<file path="config.mk">
export PLATFORM = sky130hd
export DESIGN_NAME = countdown_timer_flat
export DESIGN_NICKNAME = d
export VERILOG_FILES = /design/src/rtl/countdown_timer_if.sv /design/src/rtl/countdown_timer.sv /design/src/flat_wrapper.sv
export SDC_FILE = /design/constraint.sdc
export NUM_CORES = 1
export LEC_CHECK = 0
export CORE_AREA = 2 2 54 56
export DETAILED_ROUTE_END_ITERATION = 8
export DIE_AREA = 0 0 56 58
export PLACE_DENSITY = 0.9
export SETUP_SLACK_MARGIN = 0.1
export SYNTH_ARGS = -nofsm -noshare
export SYNTH_HDL_FRONTEND = slang
export SYNTH_SLANG_ARGS = --single-unit
</file>
<file path="constraint.sdc">
create_clock -name clock -period 3.8 [get_ports clock]
set_input_delay 0.57 -clock clock [delete_from_list [all_inputs] [get_ports clock]]
set_output_delay 0.57 -clock clock [all_outputs]
set_load 0.02 [all_outputs]
</file>
<file path="src/rtl/countdown_timer_if.sv">
`default_nettype none
// ============================================================================
// countdown_timer_if : control/status bundle for countdown_timer
// Rev 1.0
// ============================================================================
interface countdown_timer_if #(
    parameter int WIDTH     = 8,
    parameter int EXP_WIDTH = 4
);
    logic                 start;
    logic                 stop;
    logic                 enable;
    logic                 auto_reload;
    logic [WIDTH-1:0]     load_value;
    logic [WIDTH-1:0]     count_out;
    logic                 busy;
    logic                 done;
    logic                 expired;
    logic [EXP_WIDTH-1:0] expiry_count;

    modport master (
        output start, stop, enable, auto_reload, load_value,
        input  count_out, busy, done, expired, expiry_count
    );

    modport slave (
        input  start, stop, enable, auto_reload, load_value,
        output count_out, busy, done, expired, expiry_count
    );
endinterface
`default_nettype wire

</file>
<file path="src/rtl/countdown_timer.sv">
`default_nettype none
// ============================================================================
// countdown_timer : loadable down-counter, one-shot/auto-reload, expiry count
// Rev 1.0
// ============================================================================
module countdown_timer #(
    parameter int WIDTH     = 8,
    parameter int EXP_WIDTH = 4
) (
    input  wire logic           clock,
    input  wire logic           reset,
    countdown_timer_if.slave    bus
);
    typedef enum logic [1:0] {
        ST_IDLE = 2'd0,
        ST_RUN  = 2'd1,
        ST_DONE = 2'd2
    } state_t;

    state_t               state, state_next;
    logic [WIDTH-1:0]     count_reg, count_next;
    logic [WIDTH-1:0]     reload_reg, reload_next;
    logic [EXP_WIDTH-1:0] exp_reg, exp_next;
    logic                 done_reg, done_next;
    logic                 busy_reg, expired_reg;

    localparam logic [EXP_WIDTH-1:0] EXP_MAX = {EXP_WIDTH{1'b1}};

    always_ff @(posedge clock) begin
        if (reset) begin
            state       <= ST_IDLE;
            count_reg   <= '0;
            reload_reg  <= '0;
            exp_reg     <= '0;
            done_reg    <= 1'b0;
            busy_reg    <= 1'b0;
            expired_reg <= 1'b0;
        end else begin
            state       <= state_next;
            count_reg   <= count_next;
            reload_reg  <= reload_next;
            exp_reg     <= exp_next;
            done_reg    <= done_next;
            busy_reg    <= (state_next == ST_RUN);
            expired_reg <= (state_next == ST_DONE);
        end
    end

    always_comb begin
        state_next  = state;
        count_next  = count_reg;
        reload_next = reload_reg;
        exp_next    = exp_reg;
        done_next   = 1'b0;

        if (bus.stop) begin
            state_next = ST_IDLE;
        end else if (bus.start) begin
            // A restart discards any terminal event of the run it replaces
            reload_next = bus.load_value;
            if (bus.load_value != '0) begin
                count_next = bus.load_value;
                state_next = ST_RUN;
                exp_next   = '0;
            end else begin
                count_next = '0;
                state_next = ST_DONE;
                done_next  = 1'b1;
                exp_next   = EXP_WIDTH'(1);
            end
        end else begin
            case (state)
                ST_IDLE: state_next = ST_IDLE;
                ST_RUN: begin
                    if (bus.enable) begin
                        if (count_reg == WIDTH'(1)) begin
                            done_next = 1'b1;
                            if (exp_reg != EXP_MAX)
                                exp_next = exp_reg + EXP_WIDTH'(1);
                            if (bus.auto_reload) begin
                                count_next = reload_reg;
                            end else begin
                                count_next = '0;
                                state_next = ST_DONE;
                            end
                        end else if (count_reg > WIDTH'(1)) begin
                            count_next = count_reg - WIDTH'(1);
                        end
                    end
                end
                ST_DONE: count_next = '0;
                default: state_next = ST_IDLE;
            endcase
        end
    end

    assign bus.count_out    = count_reg;
    assign bus.busy         = busy_reg;
    assign bus.done         = done_reg;
    assign bus.expired      = expired_reg;
    assign bus.expiry_count = exp_reg;
endmodule
`default_nettype wire

</file>
<file path="src/flat_wrapper.sv">
// flat-port wrapper written by rule: the top's interface ports become plain ports
module countdown_timer_flat 
#(
    parameter int WIDTH     = 8,
    parameter int EXP_WIDTH = 4
)
  (clock, reset, bus_start, bus_stop, bus_enable, bus_auto_reload, bus_load_value, bus_count_out, bus_busy, bus_done, bus_expired, bus_expiry_count);
  countdown_timer_if #(.WIDTH(WIDTH), .EXP_WIDTH(EXP_WIDTH)) bus_i ();
  input  wire logic clock;
  input  wire logic reset;
  input wire logic [$bits(bus_i.start)-1:0] bus_start;
  input wire logic [$bits(bus_i.stop)-1:0] bus_stop;
  input wire logic [$bits(bus_i.enable)-1:0] bus_enable;
  input wire logic [$bits(bus_i.auto_reload)-1:0] bus_auto_reload;
  input wire logic [$bits(bus_i.load_value)-1:0] bus_load_value;
  output wire logic [$bits(bus_i.count_out)-1:0] bus_count_out;
  output wire logic [$bits(bus_i.busy)-1:0] bus_busy;
  output wire logic [$bits(bus_i.done)-1:0] bus_done;
  output wire logic [$bits(bus_i.expired)-1:0] bus_expired;
  output wire logic [$bits(bus_i.expiry_count)-1:0] bus_expiry_count;
  assign bus_i.start = bus_start;
  assign bus_i.stop = bus_stop;
  assign bus_i.enable = bus_enable;
  assign bus_i.auto_reload = bus_auto_reload;
  assign bus_i.load_value = bus_load_value;
  assign bus_count_out = bus_i.count_out;
  assign bus_busy = bus_i.busy;
  assign bus_done = bus_i.done;
  assign bus_expired = bus_i.expired;
  assign bus_expiry_count = bus_i.expiry_count;
  countdown_timer #(.WIDTH(WIDTH), .EXP_WIDTH(EXP_WIDTH)) u_core (.clock(clock), .reset(reset), .bus(bus_i));
endmodule
</file>
* Word level (Yosys, flattened, before mapping) *
Cells that the tools add are included.

operators by class
  $mul = 0
  div/mod/pow operators = 0
  shift operators = 0
  $add $sub $neg = 2
  order comparisons = 1
  eq/ne operators = 8
  reductions and logical operators = 10
  mux-type cells = 25
  bitwise operators = 1

operators by type and width
  cell                                                                             number
  8-bit two-way mux                                                                6
  4-bit two-way mux                                                                5
  8-bit case mux with 2 select lines                                               1
  2-bit two-way mux                                                                6
  8-bit by 1-bit equality test with 1-bit output, second input constant            1
  8-bit by 1-bit greater-than comparator with 1-bit output, second input constant  1
  2-bit nonzero test                                                               4
  8-bit nonzero test                                                               1
  8-bit by 1-bit subtractor with 8-bit output, second input constant               1
  1-bit two-way mux                                                                6
  5-bit AND reduction                                                              1
  4-bit by 1-bit adder with 4-bit output, second input constant                    1
  2-bit by 1-bit equality test with 1-bit output, second input constant            2
  2-bit equality test, second input constant                                       2
  4-bit by 2-bit inequality test with 1-bit output, second input constant          1
  4-bit inequality test, second input constant                                     1
  2-bit case mux with 2 select lines                                               1
  4-bit AND reduction                                                              1
  3-bit inequality test, second input constant                                     1
  3-bit nonzero test                                                               1
  2-bit AND reduction                                                              1
  2-bit OR reduction                                                               1
  1-bit NOT                                                                        1

word-level totals
  RAM bits = 0
  ROM bits = 0
  output and inout bits = 15
  memories = 0
  input port bits = 14
  logic and storage cells = 54
  bits in latches = 0
  flip-flop bits (word level) = 25

* Depth between registers and ports, before layout *
  depth after elaboration = 7
  mapped depth = 8
  gate-level depth less buffers = 7

* Worst setup path before layout *
No wires, ideal clock.

  kind = register to register
  start = register u_core.count_reg[0] (netlist: u_core.bus.count_out[0])
  end = register u_core.exp_reg[1] (netlist: u_core.bus.expiry_count[1])
  buffers on the path = 0
  data required time = 3.672 ns
  arrival = 2.058 ns
  slack = 1.614 ns
  stages on the path, launching flop included = 7
  clock period less this slack = 2.186 ns
  cells stage by stage = dfxtp_1 ha_1 or3b_2 o41a_1 or2_1 a32oi_1 nor2_1

between the ends
  longest elaborated chain between the ends = 3

RTL lines
  item                                            RTL line               text
  start: declaration                              countdown_timer.sv:21  logic [WIDTH-1:0] count_reg, count_next;
  start signal: assignment                        countdown_timer.sv:40  count_reg <= count_next;
  8-bit by 1-bit equality test with 1-bit output  countdown_timer.sv:76  if (count_reg == WIDTH'(1)) begin
  2-bit nonzero test (no source line)             -
  5-bit AND reduction (no source line)            -
  end signal: assignment                          countdown_timer.sv:42  exp_reg <= exp_next;
  end: declaration                                countdown_timer.sv:23  logic [EXP_WIDTH-1:0] exp_reg, exp_next;

Every way passes these cells.
A chain may end at the register's enable or synchronous reset.

* Worst setup path after layout *
  start = register u_core.count_reg[0] (netlist: u_core.bus.count_out[0])
  end = register u_core.count_reg[4] (netlist: u_core.bus.count_out[4])

between the ends
  longest elaborated chain between the ends = 6

RTL lines
  item                                         RTL line               text
  8-bit by 1-bit subtractor with 8-bit output  countdown_timer.sv:87  count_next = count_reg - WIDTH'(1);
  8-bit two-way mux                            countdown_timer.sv:86  end else if (count_reg > WIDTH'(1)) begin
  8-bit two-way mux                            countdown_timer.sv:76
  8-bit two-way mux                            countdown_timer.sv:75  if (bus.enable) begin
  8-bit case mux with 2 select lines           countdown_timer.sv:72  case (state)
  8-bit two-way mux                            countdown_timer.sv:58  end else if (bus.start) begin

Parallel ways exist; a longest one is shown, timed or not. The select of a mux whose other input is x is not followed.

==> out/qor.yml <==
clkPwrFrac: 0.222
ys_seq_elements: 25
io_buffer_count: 28
drive_gt1_frac: 0.0446
antenna_found_initial: 0
start_kind: "flop"
crit_arrival_ns: 2.68
synth.top_cell.area_share: 0.357
synth_xor_area_frac: 0.0312
start_util: 0.527
power.density_mw_per_mm2: 319
crit_type: "reg -> reg"
setup_violations: 0
rsz0062_at_grt: "false"
final_area_sq_mm: 0.00170
ioPinCount: 29
grt_start_max_net_pins: 25
clock_path_buffers: 2
worstSkewPairLatency_ns: 0.32
switching_share: 0.306
cap_violations: 0
dp_hpwl_um: 2340
cts_buffers: 3
nNetsFinal: 222
place_congestion: 0.911
num_antenna_cells: 0
cts_tree: "built"
place_area_sq_mm: 0.00167
clk_pin_slew_worst_paths_ns: 0.14
synthMuxAreaShare: 0.00713
path_max_fanout: 12
synth_edf_count: 0
drt_iter0_drc: 50
ir_worst_vdd_mv: 0.250
row_count: 19
grt_pass1_wl_um: 5570
yosys.area_share.adder: 0.0446
track_usage: 0.213
setup_slack_ns: 1.35
dr.pass1.iters: 4
ys.flop_type: "dfxtp_1"
syn_nets: 199
pwr-share-comb: 0.243
fin_setup_tns_ns: 0
yosysUniqueCellTypes: 41
finalHoldViolCount: 0
syn_inst: 180
die_h_um: 58
synth_area_leaders: "dfxtp_1 (36%), nand2_1 (6.4%), nor2_1 (5.6%)"
grt_pass1_vias: 1221
finalCritPeriodShare: 0.644
final.setup_skew_ns: 0.00648
fin_crit_ns: 2.45
cts_hold_buf: 0
avgRoutedWirePerCell_um: 14.0
yosys_warnings: 0
seqPwrFrac: 0.535
async_flop_share: 0
drv_slew: 0
clock_sinks: 25
viasPerCell: 5.93
post-place-ws_ns: 1.19
dieArea_sq_mm: 0.00325
core_sq_mm: 0.00266
yosysTopAreaCell: "dfxtp_1"
relSlewSlack: 0.403
worstMarginPinSlew_ns: 0.893
synth_top_family_by_area: "simple AND/OR/NAND/NOR gates"
syn_avg_cell_area_sq_um: 7.80
synth-compound-area-share: 0.217
root_buffer: "clkbuf_4"
outcome: "finished, final reports clean"
power.switching_uw: 166
overflow: 0
fmax_mhz: 408
ant_nets: 0
holdCritPathClass: "reg -> reg"
cp-end-kind: "flop"
cts-resized-gates: 0
die_w_um: 56
cts_max_level: 1
synth-simple-area-share: 0.287
drc: 0
routed_wl_um: 3260
internal_power_uw: 375
ys_seq_area_frac: 0.357
num_vias: 1382
synth_area_sq_mm: 0.00140
leakagePower_uw: 0.000631
required_ns: 4.03
cts_setup_buffers: 0
area_delta_synth_final_pct: 21.0
holdWs_ns: 0.465
==> layout by cell type (no fill, tap or decap), types with 5 or more instances in the layout <==
| cell | instances |
|---|---|
| clkdlybuf4s50_1 | 28 |
| dfxtp_1 | 25 |
| nand2_1 | 24 |
| nor2_1 | 21 |
| a21oi_1 | 12 |
| nor3_1 | 10 |
| o21ai_0 | 8 |
| inv_1 | 6 |
| a311oi_1 | 6 |
| and3_1 | 6 |
| ha_1 | 5 |
==> synthesized netlist by cell type (all sizes together), types with 2 or more instances <==
| library cell | instances |
|---|---|
| dfxtp | 25 |
| nand2 | 24 |
| nor2 | 21 |
| a21oi | 12 |
| nor3 | 11 |
| o21ai | 9 |
| a311oi | 6 |
| and3 | 6 |
| buf | 6 |
| inv | 6 |
| clkbuf | 5 |
| ha | 5 |
| a211oi | 4 |
| a31oi | 4 |
| nand3 | 4 |
| o31ai | 3 |
| xor2 | 3 |
| nand2b | 2 |
| nor4 | 2 |
| o21a | 2 |
| o31a | 2 |
| or2 | 2 |
| or3b | 2 |
| or4 | 2 |
| xnor2 | 2 |
==> cells by family after synthesis <==
logic type | after synthesis
DFF | 25
adders and majority gates | 5
and+or+nand+nor | 81
xor gates and xnor gates | 5
buffers and inverters | 17
muxes | 1
AOI/OAI and AO/OA | 46
==> critical path, stage by stage (launching register included) <==
cell      delay, ns
dfxtp_1        0.47
ha_1           0.25
or3b_2         0.50
nor2_1         0.53
and3_1         0.25
o21ai_0        0.08
a311oi_1       0.27
==> power groups by stage <==
stage                     clock network (uW)  registers, uW  logic, uW
after floorplan                            0            299       78.4
after global placement                     0            294        129
after detailed placement                   0            295        129
after CTS                                121            289        131
after global routing                     135            292        144
final                                    120            289        132
==> path summary, 6_finish.rpt <==
check	slack, ns	endpoint	start	depth (start not counted)
worst max register to register	1.35	u_core.bus.count_out[4]	u_core.bus.count_out[0]	6
worst max-delay path	1.35	u_core.bus.count_out[4]	u_core.bus.count_out[0]	6
worst min-delay path	0.46	u_core.reload_reg[1]	u_core.reload_reg[1]	2
worst min register to register	0.46	u_core.reload_reg[1]	u_core.reload_reg[1]	2
==> cell type report <==
cell class | instances | area (sq um)
fillers | 234 | 963
flip-flops and latches | 25 | 500
multi-input cells | 138 | 823
well taps | 31 | 38.8
inverters | 6 | 22.5
repair buffers | 29 | 288
clock buffers | 4 | 26.3
==> per-layer routing <==
metal  GRT usage  up-vias  wire length, um
li1            -      695                -
met1       0.296      629             1490
met2       0.328       50             1540
met3      0.0223        8              159
met4       0.112        0               72
met5           0        -                0
==> per-stage QoR <==
stage	instances	total power (uW)	util
2_1_floorplan	180	378	-
3_3_place_gp	229	422	0.628
3_5_place_dp	229	424	0.628
4_1_cts	233	541	0.638
5_1_grt	233	570	0.638
6_report	233	541	0.638
(Power assumes the default switching activity.)
